--- config.mk ---
export PLATFORM = sky130hd
export DESIGN_NAME = mem_access_unit
export DESIGN_NICKNAME = d
export VERILOG_FILES = /design/src/rtl/mem_access_pkg.sv /design/src/rtl/mem_lane.sv /design/src/rtl/mem_access_unit.sv
export SDC_FILE = /design/constraint.sdc
export NUM_CORES = 1
export LEC_CHECK = 0
export BUFFER_PORTS_ARGS = -buffer_cell sky130_fd_sc_hd__clkbuf_2
export CAP_MARGIN = 40
export CORE_MARGIN = 2
export CORE_UTILIZATION = 52
export DETAILED_ROUTE_END_ITERATION = 12
export GPL_ROUTABILITY_DRIVEN = 0
export GPL_TIMING_DRIVEN = 1
export PLACE_DENSITY = 0.93
export SETUP_SLACK_MARGIN = 0.4
export SLEW_MARGIN = 20
export SYNTH_ARGS = -nofsm -noshare
export SYNTH_HDL_FRONTEND = slang
export SYNTH_SLANG_ARGS = --single-unit
--- constraint.sdc ---
create_clock -name clk -period 4.4 [get_ports clk]
set_input_delay 0.44 -clock clk [delete_from_list [all_inputs] [get_ports clk]]
set_output_delay 0.44 -clock clk [all_outputs]
set_load 0.01 [all_outputs]
--- src/rtl/mem_access_pkg.sv ---
// Shared definitions for the memory access unit: op encodings, FSM states,
// access sizes and small op-decode helpers.
package mem_access_pkg;

    localparam logic [2:0] OP_LW  = 3'b000;
    localparam logic [2:0] OP_LH  = 3'b001;
    localparam logic [2:0] OP_LHU = 3'b010;
    localparam logic [2:0] OP_LB  = 3'b011;
    localparam logic [2:0] OP_LBU = 3'b100;
    localparam logic [2:0] OP_SW  = 3'b101;
    localparam logic [2:0] OP_SH  = 3'b110;
    localparam logic [2:0] OP_SB  = 3'b111;

    // Data memory is 12 KiB; anything at or above this is out of range.
    localparam logic [31:0] DM_SIZE_BYTES = 32'h0000_3000;

    typedef enum logic {IDLE, MERGE_WR} state_t;

    typedef enum logic [1:0] {SIZE_BYTE, SIZE_HALF, SIZE_WORD} size_t;

    function automatic size_t op_size(input logic [2:0] op);
        case (op)
            OP_LW, OP_SW:         return SIZE_WORD;
            OP_LH, OP_LHU, OP_SH: return SIZE_HALF;
            default:              return SIZE_BYTE;
        endcase
    endfunction

    function automatic logic op_is_store(input logic [2:0] op);
        return (op == OP_SW) || (op == OP_SH) || (op == OP_SB);
    endfunction

    function automatic logic op_is_signed(input logic [2:0] op);
        return (op == OP_LH) || (op == OP_LB);
    endfunction

    function automatic logic misaligned(input logic [2:0] op, input logic [1:0] lane);
        case (op_size(op))
            SIZE_WORD: return lane != 2'b00;
            SIZE_HALF: return lane[0];
            default:   return 1'b0;
        endcase
    endfunction

endpackage

--- src/rtl/mem_lane.sv ---
// Combinational lane logic: byte/half extract with sign or zero extension,
// and byte/half insert of store data into an existing word.
module mem_lane
    import mem_access_pkg::*;
(
    input  logic [31:0] word,
    input  logic [1:0]  lane,
    input  size_t       size,
    input  logic        sign_ext,
    input  logic [31:0] store_data,
    output logic [31:0] load_data,
    output logic [31:0] merged
);

    logic [7:0]  byte_sel;
    logic [15:0] half_sel;

    // Pick the addressed byte/half and extend it to a full load result.
    always_comb begin
        case (lane)
            2'd0:    byte_sel = word[7:0];
            2'd1:    byte_sel = word[15:8];
            2'd2:    byte_sel = word[23:16];
            default: byte_sel = word[31:24];
        endcase
        half_sel = lane[1] ? word[31:16] : word[15:0];
        case (size)
            SIZE_BYTE: load_data = {{24{sign_ext & byte_sel[7]}}, byte_sel};
            SIZE_HALF: load_data = {{16{sign_ext & half_sel[15]}}, half_sel};
            default:   load_data = word;
        endcase
    end

    // Replace the addressed lane of the word with the low bits of store_data.
    always_comb begin
        merged = word;
        case (size)
            SIZE_BYTE: begin
                case (lane)
                    2'd0:    merged[7:0]   = store_data[7:0];
                    2'd1:    merged[15:8]  = store_data[7:0];
                    2'd2:    merged[23:16] = store_data[7:0];
                    default: merged[31:24] = store_data[7:0];
                endcase
            end
            SIZE_HALF: begin
                if (lane[1]) merged[31:16] = store_data[15:0];
                else         merged[15:0]  = store_data[15:0];
            end
            default: merged = store_data;
        endcase
    end

endmodule

--- src/rtl/mem_access_unit.sv ---
// M-stage memory access unit. Loads and word stores complete in one cycle;
// byte/half stores read-merge in cycle 1 and write the registered merge in
// cycle 2, stalling the pipeline for exactly one cycle.
module mem_access_unit
    import mem_access_pkg::*;
(
    input  logic        clk,
    input  logic        reset,
    input  logic        req_valid,
    input  logic [2:0]  req_op,
    input  logic [31:0] req_addr,
    input  logic [31:0] req_wdata,
    input  logic [31:0] req_pc,
    output logic        stall,
    output logic [31:0] rdata,
    output logic        rdata_valid,
    output logic        addr_err,
    output logic [31:0] dm_pc,
    output logic        dm_write,
    output logic [13:0] dm_addr_byte,
    output logic [31:0] dm_wdata,
    input  logic [31:0] dm_rdata
);

    state_t      state_q, state_d;
    logic [31:0] merge_q, merge_d;
    logic [13:0] addr_q, addr_d;
    logic [31:0] pc_q, pc_d;

    size_t       acc_size;
    logic        acc_err;
    logic [31:0] lane_load;
    logic [31:0] lane_merged;

    assign acc_size = op_size(req_op);
    assign acc_err  = (req_addr >= DM_SIZE_BYTES) || misaligned(req_op, req_addr[1:0]);

    mem_lane u_lane (
        .word       (dm_rdata),
        .lane       (req_addr[1:0]),
        .size       (acc_size),
        .sign_ext   (op_is_signed(req_op)),
        .store_data (req_wdata),
        .load_data  (lane_load),
        .merged     (lane_merged)
    );

    // Decode the current request / pending merge into outputs and next state.
    always_comb begin
        state_d      = state_q;
        merge_d      = merge_q;
        addr_d       = addr_q;
        pc_d         = pc_q;
        stall        = 1'b0;
        dm_write     = 1'b0;
        rdata        = '0;
        rdata_valid  = 1'b0;
        addr_err     = 1'b0;
        dm_addr_byte = req_addr[13:0];
        dm_pc        = req_pc;
        dm_wdata     = req_wdata;
        if (!reset) begin
            case (state_q)
                IDLE: begin
                    if (req_valid) begin
                        if (acc_err) begin
                            addr_err = 1'b1;
                        end else if (!op_is_store(req_op)) begin
                            rdata       = lane_load;
                            rdata_valid = 1'b1;
                        end else if (req_op == OP_SW) begin
                            dm_write = 1'b1;
                        end else begin
                            // Sub-word store: capture the merge now, write it next cycle.
                            stall   = 1'b1;
                            merge_d = lane_merged;
                            addr_d  = req_addr[13:0];
                            pc_d    = req_pc;
                            state_d = MERGE_WR;
                        end
                    end
                end
                MERGE_WR: begin
                    // Request inputs are held by the requester and ignored here.
                    dm_write     = 1'b1;
                    dm_wdata     = merge_q;
                    dm_addr_byte = addr_q;
                    dm_pc        = pc_q;
                    state_d      = IDLE;
                end
                default: state_d = IDLE;
            endcase
        end
    end

    // State and merge registers; reset drops any pending sub-word store.
    always_ff @(posedge clk) begin
        if (reset) begin
            state_q <= IDLE;
            merge_q <= '0;
            addr_q  <= '0;
            pc_q    <= '0;
        end else begin
            state_q <= state_d;
            merge_q <= merge_d;
            addr_q  <= addr_d;
            pc_q    <= pc_d;
        end
    end

endmodule

==> reports/results.tsv, run 1 <==
stage	metric	value	unit
synth	dominant cell type by area after synthesis	dfxtp_1	
run_status	status	complete, no violations	
layout	Net count, final	1029	
clock_network	setup bufs post-CTS	0	
layout	Layout area overhead	27.2	%
critical_path	Critical Path RT	3960	ps
synth	post-synthesis sequential area ratio	0.293	
synth	Syn Nets	821	
power	Int Pwr	1.21	mW
synth	most frequent cell after synthesis	nand2_1	
drt	WL/cell	17.7	um
layout	Fill cells	902	
power	clock power share	0.343	
power	Sw Pwr	0.516	mW
power	sw frac	0.299	
layout	Post-Layout Cell Count	1032	
timing	fmax	275	MHz
grt	Remaining Overflow, GRT	0	
power	sequential share of power	0.414	
critical_path	Worst Path Max Fanout	17	
timing	TNS Setup	0	ps
timing	Clock Skew	9.28	ps
placement	Buffers on Ports	247	
grt	initial antenna violation count	0	
synth	post-synthesis compound-gate area fraction	0.203	
floorplan	die height	106	um
floorplan	core area	10200	sq um
drt	drt first pass iters	8	
clock_network	cts repair resizes	0	
clock_network	clk slew on worst S/H paths	80	ps
synth	ys async rst share	0	
synth	number of flops mapped to enable cells by yosys	0	
synth	simple-gate share of the synthesized area	0.188	
clock_network	Clk Latency, worst-skew pair	350	ps
placement	HPWL Detailed	13.1	mm
synth	number of library cell types mapped by synthesis	41	
layout	post-layout util	0.674	
timing	RSZ-0062 raised after global routing	false	
synth	post-synthesis cell area	5390	sq um
synth	top post-synthesis cells by area	dfxtp_1 (29%), mux2_2 (23%), nand2_1 (11%)	
synth	synthesized area per cell	7.88	sq um
drt	post-DR vias/cell	5.94	
hold_path	Worst Hold Class	input port to flop	
drt	final WL	18.3	mm
timing	Final period util	0.825	
clock_network	Hold-fix buffers, CTS	0	
power	power density over cell area	251	nW/um^2
synth	xor/xnor cell area share of the yosys netlist	0.00162	
drt	antenna violation net count after detailed routing	0	
synth	Synth Area in Adders	0.00696	
timing	pins over their slew limit	0	
critical_path	CP Launch Type	input port	
synth	post-synth top area share	0.293	
power	power share of the combinational group	0.243	
synth	post-synthesis mux area share	0.254	
timing	endpoints failing setup	0	
floorplan	io pins	248	
timing	minimum clock period	3630	ps
floorplan	Initial Utilization	0.529	
placement	Inst Count DP	1017	
timing	Rel. slew slack	0.473	
synth	Yosys reg bits	79	
clock_network	CTS tree	yes	
critical_path	crit path DAT	3190	ps
clock_network	Num CTS Buffers	9	
drt	DRC	0	
clock_network	CTS root buf	clkbuf_8	
clock_network	CTS H-tree lvls	3	
floorplan	full die area	11200	sq um
drt	initial drt markers	604	
layout	Inserted Diodes	0	
grt	first-pass GRT wire length	28.1	mm
power	Worst VDD drop	0.173	mV
grt	vias in the first global route	5659	
power	LEAKAGE	2.95	nW
critical_path	critical path class	input port to output pin	
layout	share of cells above drive strength 1	0.438	
clock_network	clock buffer depth	2	
synth	Most used DFF post-synth	dfxtp_1	
timing	Fin. Hold Viols	0	
floorplan	Row Count	37	
synth	most frequent cells after synthesis	nand2_1 (165), mux2_2 (108), a21oi_1 (93)	
floorplan	Die Width	106	um
critical_path	Worst Setup End Kind	output pin	
synth	largest family of logic cells by synthesized area	multiplexers	
synth	cell count after synthesis	684	
grt	largest net degree at the start of global routing	75	
grt	Total GRT Usage	0.313	
clock_network	CTS sink cnt	79	
drt	Vias	6127	
job	Max-cap violations	0	
timing	worst slew pin tran	791	ps
synth	Synth Warn #	0	
[layout by cell type (no fill, tap or decap), types with 2 or more instances in the layout]
cell type | Yosys | final
clkinv_2 | 0 | 2
o21ai_1 | 2 | 2
buf_12 | 0 | 2
o21ai_0 | 19 | 19
nand2b_1 | 5 | 4
nand2_1 | 165 | 165
mux2_2 | 108 | 108
buf_4 | 0 | 8
bufinv_16 | 0 | 2
a22oi_1 | 21 | 21
a211oi_1 | 18 | 18
nand2b_4 | 1 | 2
nor4_1 | 3 | 3
inv_1 | 5 | 5
dfxtp_1 | 79 | 79
nor2b_1 | 6 | 6
clkbuf_8 | 0 | 9
or3_1 | 7 | 7
ha_1 | 3 | 3
mux2i_1 | 13 | 13
nor2_1 | 38 | 37
a32oi_1 | 3 | 3
a221oi_1 | 3 | 3
a22o_1 | 8 | 8
a222oi_1 | 8 | 8
a21oi_1 | 93 | 93
clkbuf_2 | 0 | 246
[power groups by stage]
| stage | logic, mW | clock network, mW | registers, mW |
|---|---|---|---|
| detailed placement | 0.405 | 0 | 0.731 |
| finish | 0.419 | 0.592 | 0.714 |
| floorplan | 0.235 | 0 | 0.731 |
| global placement | 0.400 | 0 | 0.731 |
| CTS | 0.409 | 0.600 | 0.714 |
| global route | 0.447 | 0.641 | 0.714 |
[path summary, 6_finish.rpt]
| check | slack (ps) | to | depth (start not counted) | from |
|---|---|---|---|---|
| setup / recovery | 770 | rdata[20] | 10 | req_op[2] |
| hold / removal | 320 | pc_q[8] | 3 | req_pc[8] |
| setup reg to reg | 2230 | pc_q[21] | 6 | state_q |
| hold reg to reg | 450 | addr_q[4] | 2 | addr_q[4] |
[worst max-delay path: stages]
cell and delay, ps:
clkbuf_2 130, nand2b_1 180, mux2_2 300, ha_1 200, o21ai_0 140, a21boi_0 210
nor4_2 560, nand4_2 550, a21oi_1 300, clkbuf_2 170
[flip-flops by register name, indices dropped and copies added (netlist names)]
signal	flops
merge_q	32
pc_q	32
state_q	1
addr_q	14
[area by class of cell]
cell class	count	area (sq um)	share of cell area
multi-input cells	540	3540	0.517
clock buffers	9	124	0.0181
well taps	136	170	0.0248
repair buffers	257	1340	0.195
flip-flops and latches	79	1580	0.230
clock inverters	6	86.3	0.0126
inverters	5	18.8	0.00274
[routing by layer]
metal,global-route usage,vias to the layer above,part of all wire,routed length [um]
met2,0.538,366,0.49,9050
li1,-,2847,-,-
met3,0.0519,55,0.089,1640
met1,0.392,2859,0.39,7100
met5,0,-,0,0
met4,0.116,0,0.029,525
[per-stage QoR]
stage | worst slack, ps | hold slack, ps | power, mW | area [sq um]
after floorplan | 1450 | 429 | 0.966 | 5390
after global placement | 797 | 436 | 1.13 | 6610
after detailed placement | 672 | 441 | 1.14 | 6650
after CTS | 668 | 307 | 1.72 | 6860
after global routing | 589 | 299 | 1.80 | 6860
final | 768 | 318 | 1.72 | 6860
[cells by family (layout without fill, tap and decap cells)]
family | count (synthesis) | in the layout
AND/OR/NAND/NOR | 236 | 236
AO/OA/AOI/OAI | 178 | 178
multiplexers | 122 | 122
flip-flops | 79 | 79
buffers and inverters | 65 | 277
adder cells (fa/ha/maj) | 3 | 3
XOR/XNOR | 1 | 1
Note: power is estimated with default switching activity, not from simulation.
==> inputs of run 2 (changes only) <==
--- a/config.mk
+++ b/config.mk
@@ -8,11 +8,11 @@
 export BUFFER_PORTS_ARGS = -buffer_cell sky130_fd_sc_hd__clkbuf_2
 export CAP_MARGIN = 40
 export CORE_MARGIN = 2
-export CORE_UTILIZATION = 52
+export CORE_UTILIZATION = 43
 export DETAILED_ROUTE_END_ITERATION = 12
 export GPL_ROUTABILITY_DRIVEN = 0
 export GPL_TIMING_DRIVEN = 1
-export PLACE_DENSITY = 0.93
+export PLACE_DENSITY = 0.82
 export SETUP_SLACK_MARGIN = 0.4
 export SLEW_MARGIN = 20
 export SYNTH_ARGS = -nofsm -noshare
==> constraint.sdc (replaced) <==
create_clock -name clk -period 3.2 [get_ports clk]
set_input_delay 0.32 -clock clk [delete_from_list [all_inputs] [get_ports clk]]
set_output_delay 0.32 -clock clk [all_outputs]
set_load 0.01 [all_outputs]
==> reports/results.tsv, run 2 (synthesized netlist as in run 1, its figures left out) <==
stage	metric	value	unit	change
run_status	status	complete, no violations		
placement	HPWL Detailed	13.0	mm	-0.81%
hold_path	Worst Hold Class	input port to flop		
critical_path	CP Launch Type	input port		
floorplan	full die area	13500	sq um	+20%
layout	Post-Layout Cell Count	1077		+4.4%
timing	minimum clock period	2770	ps	
drt	drt first pass iters	6		-2
hold_path	HP Start	req_pc[5]		
drt	antenna violation net count after detailed routing	0		unchanged
timing	fmax	361	MHz	
timing	RSZ-0062 raised after global routing	true		
timing	Rel. slew slack	0.457		-0.0154
drt	DRC	0		unchanged
timing	TNS Setup	0	ps	unchanged
clock_network	clock buffer depth	2		unchanged
grt	largest net degree at the start of global routing	80		+6.7%
layout	Layout area overhead	34.9	%	
clock_network	Clk Latency, worst-skew pair	340	ps	about the same
drt	post-DR vias/cell	5.67		-4.5%
power	Final Power	2.61	mW	+51%
grt	Remaining Overflow, GRT	0		unchanged
floorplan	Row Count	40		+8.1%
critical_path	reg-to-reg startpoint	state_q		
floorplan	Die Width	116	um	+9.6%
grt	vias in the first global route	5314		-6.1%
clock_network	CTS sink cnt	79		unchanged
timing	worst slew pin tran	812	ps	+21.3 ps
clock_network	CTS H-tree lvls	3		unchanged
layout	share of cells above drive strength 1	0.462		+0.0245
power	Worst VDD drop	0.238	mV	+38%
critical_path	slowest CP cell	mux2_4		
clock_network	CTS tree	yes		
grt	first-pass GRT wire length	27.1	mm	-3.8%
critical_path	Critical Path RT	2880	ps	-1080 ps
critical_path	largest stage delay on the critical path	310	ps	-250 ps
placement	Inst Count DP	1054		+3.6%
critical_path	crit-path most repeated cell	buf_4		
clock_network	clk slew on worst S/H paths	60	ps	-20 ps
critical_path	critical path class	input port to output pin		
grt	Total GRT Usage	0.256		-0.0571
drt	initial drt markers	661		+9.4%
critical_path	crit path DAT	2450	ps	-740 ps
power	power density over cell area	359	nW/um^2	+43%
drt	WL/cell	17.3	um	-2.5%
grt	initial antenna violation count	0		unchanged
critical_path	Buffers & Inverters on Critical Path	4		+2
timing	Final period util	0.866		
floorplan	die height	116	um	+9.6%
timing	endpoints failing setup	0		unchanged
drt	Vias	6108		-0.31%
drt	final WL	18.6	mm	+1.8%
critical_path	crit-path leading delay family	buffers and inverters		
timing	pins over their slew limit	0		unchanged
layout	Inserted Diodes	0		unchanged
layout	Net count, final	1042		+1.3%
placement	Buffers on Ports	247		unchanged
clock_network	CTS root buf	clkbuf_16		
floorplan	io pins	248		unchanged
timing	Fin. Hold Viols	0		unchanged
timing	Clock Skew	5.13	ps	-4.16 ps
layout	top flop regs	merge_q: 32 flops, pc_q: 32 flops, addr_q: 14 flops		
critical_path	Worst Path Max Fanout	8		-9
layout	commonest non-fill, non-tap cell in the layout	clkbuf_2		
critical_path	worst path cell trace	buf_4, nand2b_4, mux2_4, ha_4, a21boi_2, nor4_2, buf_4, nand4_4, clkbuf_16, a21oi_1, buf_2		
floorplan	core area	12100	sq um	+19%
job	Max-cap violations	0		unchanged
clock_network	Num CTS Buffers	9		unchanged
critical_path	beginning of the critical path	req_op[2]		
layout	most frequent cells in the layout	clkbuf_2 (225), nand2_1 (164), mux2_2 (107)		
power	LEAKAGE	3.12	nW	+5.7%
floorplan	Initial Utilization	0.445		-0.0842
critical_path	Worst Setup End Kind	output pin		
run 2: layout make-up:
type | count | area [sq um]
sequential | 79 | 1580
timing repair buffer | 269 | 1520
fill | 1105 | 4840
clock inverter | 3 | 43.8
clock buffer | 12 | 246
inverter | 5 | 22.5
tap | 168 | 210
timing repair inverter | 1 | 5.00
multi-input combinational | 540 | 3650
run 2: repair_timing:
action	CTS	global route
buffers inserted	2	1
pin swaps	1	3
gates cloned	0	4
resized for setup	1	58
setup endpoints to repair	34	33
hold buffers	0	0
run 2: worst reg2reg max path, delay by kind of cell, from the launching register on:
| kind | cells | cell delay, ps |
|---|---|---|
| and+or+nand+nor | 4 | 1190 |
| DFF | 1 | 350 |
| buffers and inverters | 1 | 280 |
| AOI/OAI and AO/OA | 1 | 80 |
run 2: final timing paths:
check	to	slack, ps	cells past startpoint
setup reg to reg	merge_q[12]	1180	6
hold / removal	pc_q[5]	220	3
hold reg to reg	addr_q[1]	450	2
setup / recovery	rdata[21]	430	11
run 2: through the flow:
stage | cell area, sq um | setup slack, ps | utilization | hold WS, ps
3_5_place_dp | 6720 | 185 | 0.555 | 442
2_1_floorplan | 5390 | 489 | - | 429
4_1_cts | 7030 | 404 | 0.581 | 199
3_3_place_gp | 6720 | 328 | 0.555 | 436
6_report | 7280 | 429 | 0.601 | 216
5_1_grt | 7280 | 362 | 0.601 | 210
run 2: power breakdown:
| part | switching (mW) | internal, mW |
|---|---|---|
| combinational | 0.339 | 0.271 |
| sequential | 0.000000225 | 0.983 |
| clock | 0.397 | 0.622 |
| total | 0.736 | 1.88 |
run 2: layer usage:
metal	global-route usage	part of all wire	wire length, um
met1	0.341	0.41	7710
met2	0.407	0.46	8490
met3	0.0612	0.097	1810
met4	0.0857	0.033	620
met5	0	0	0
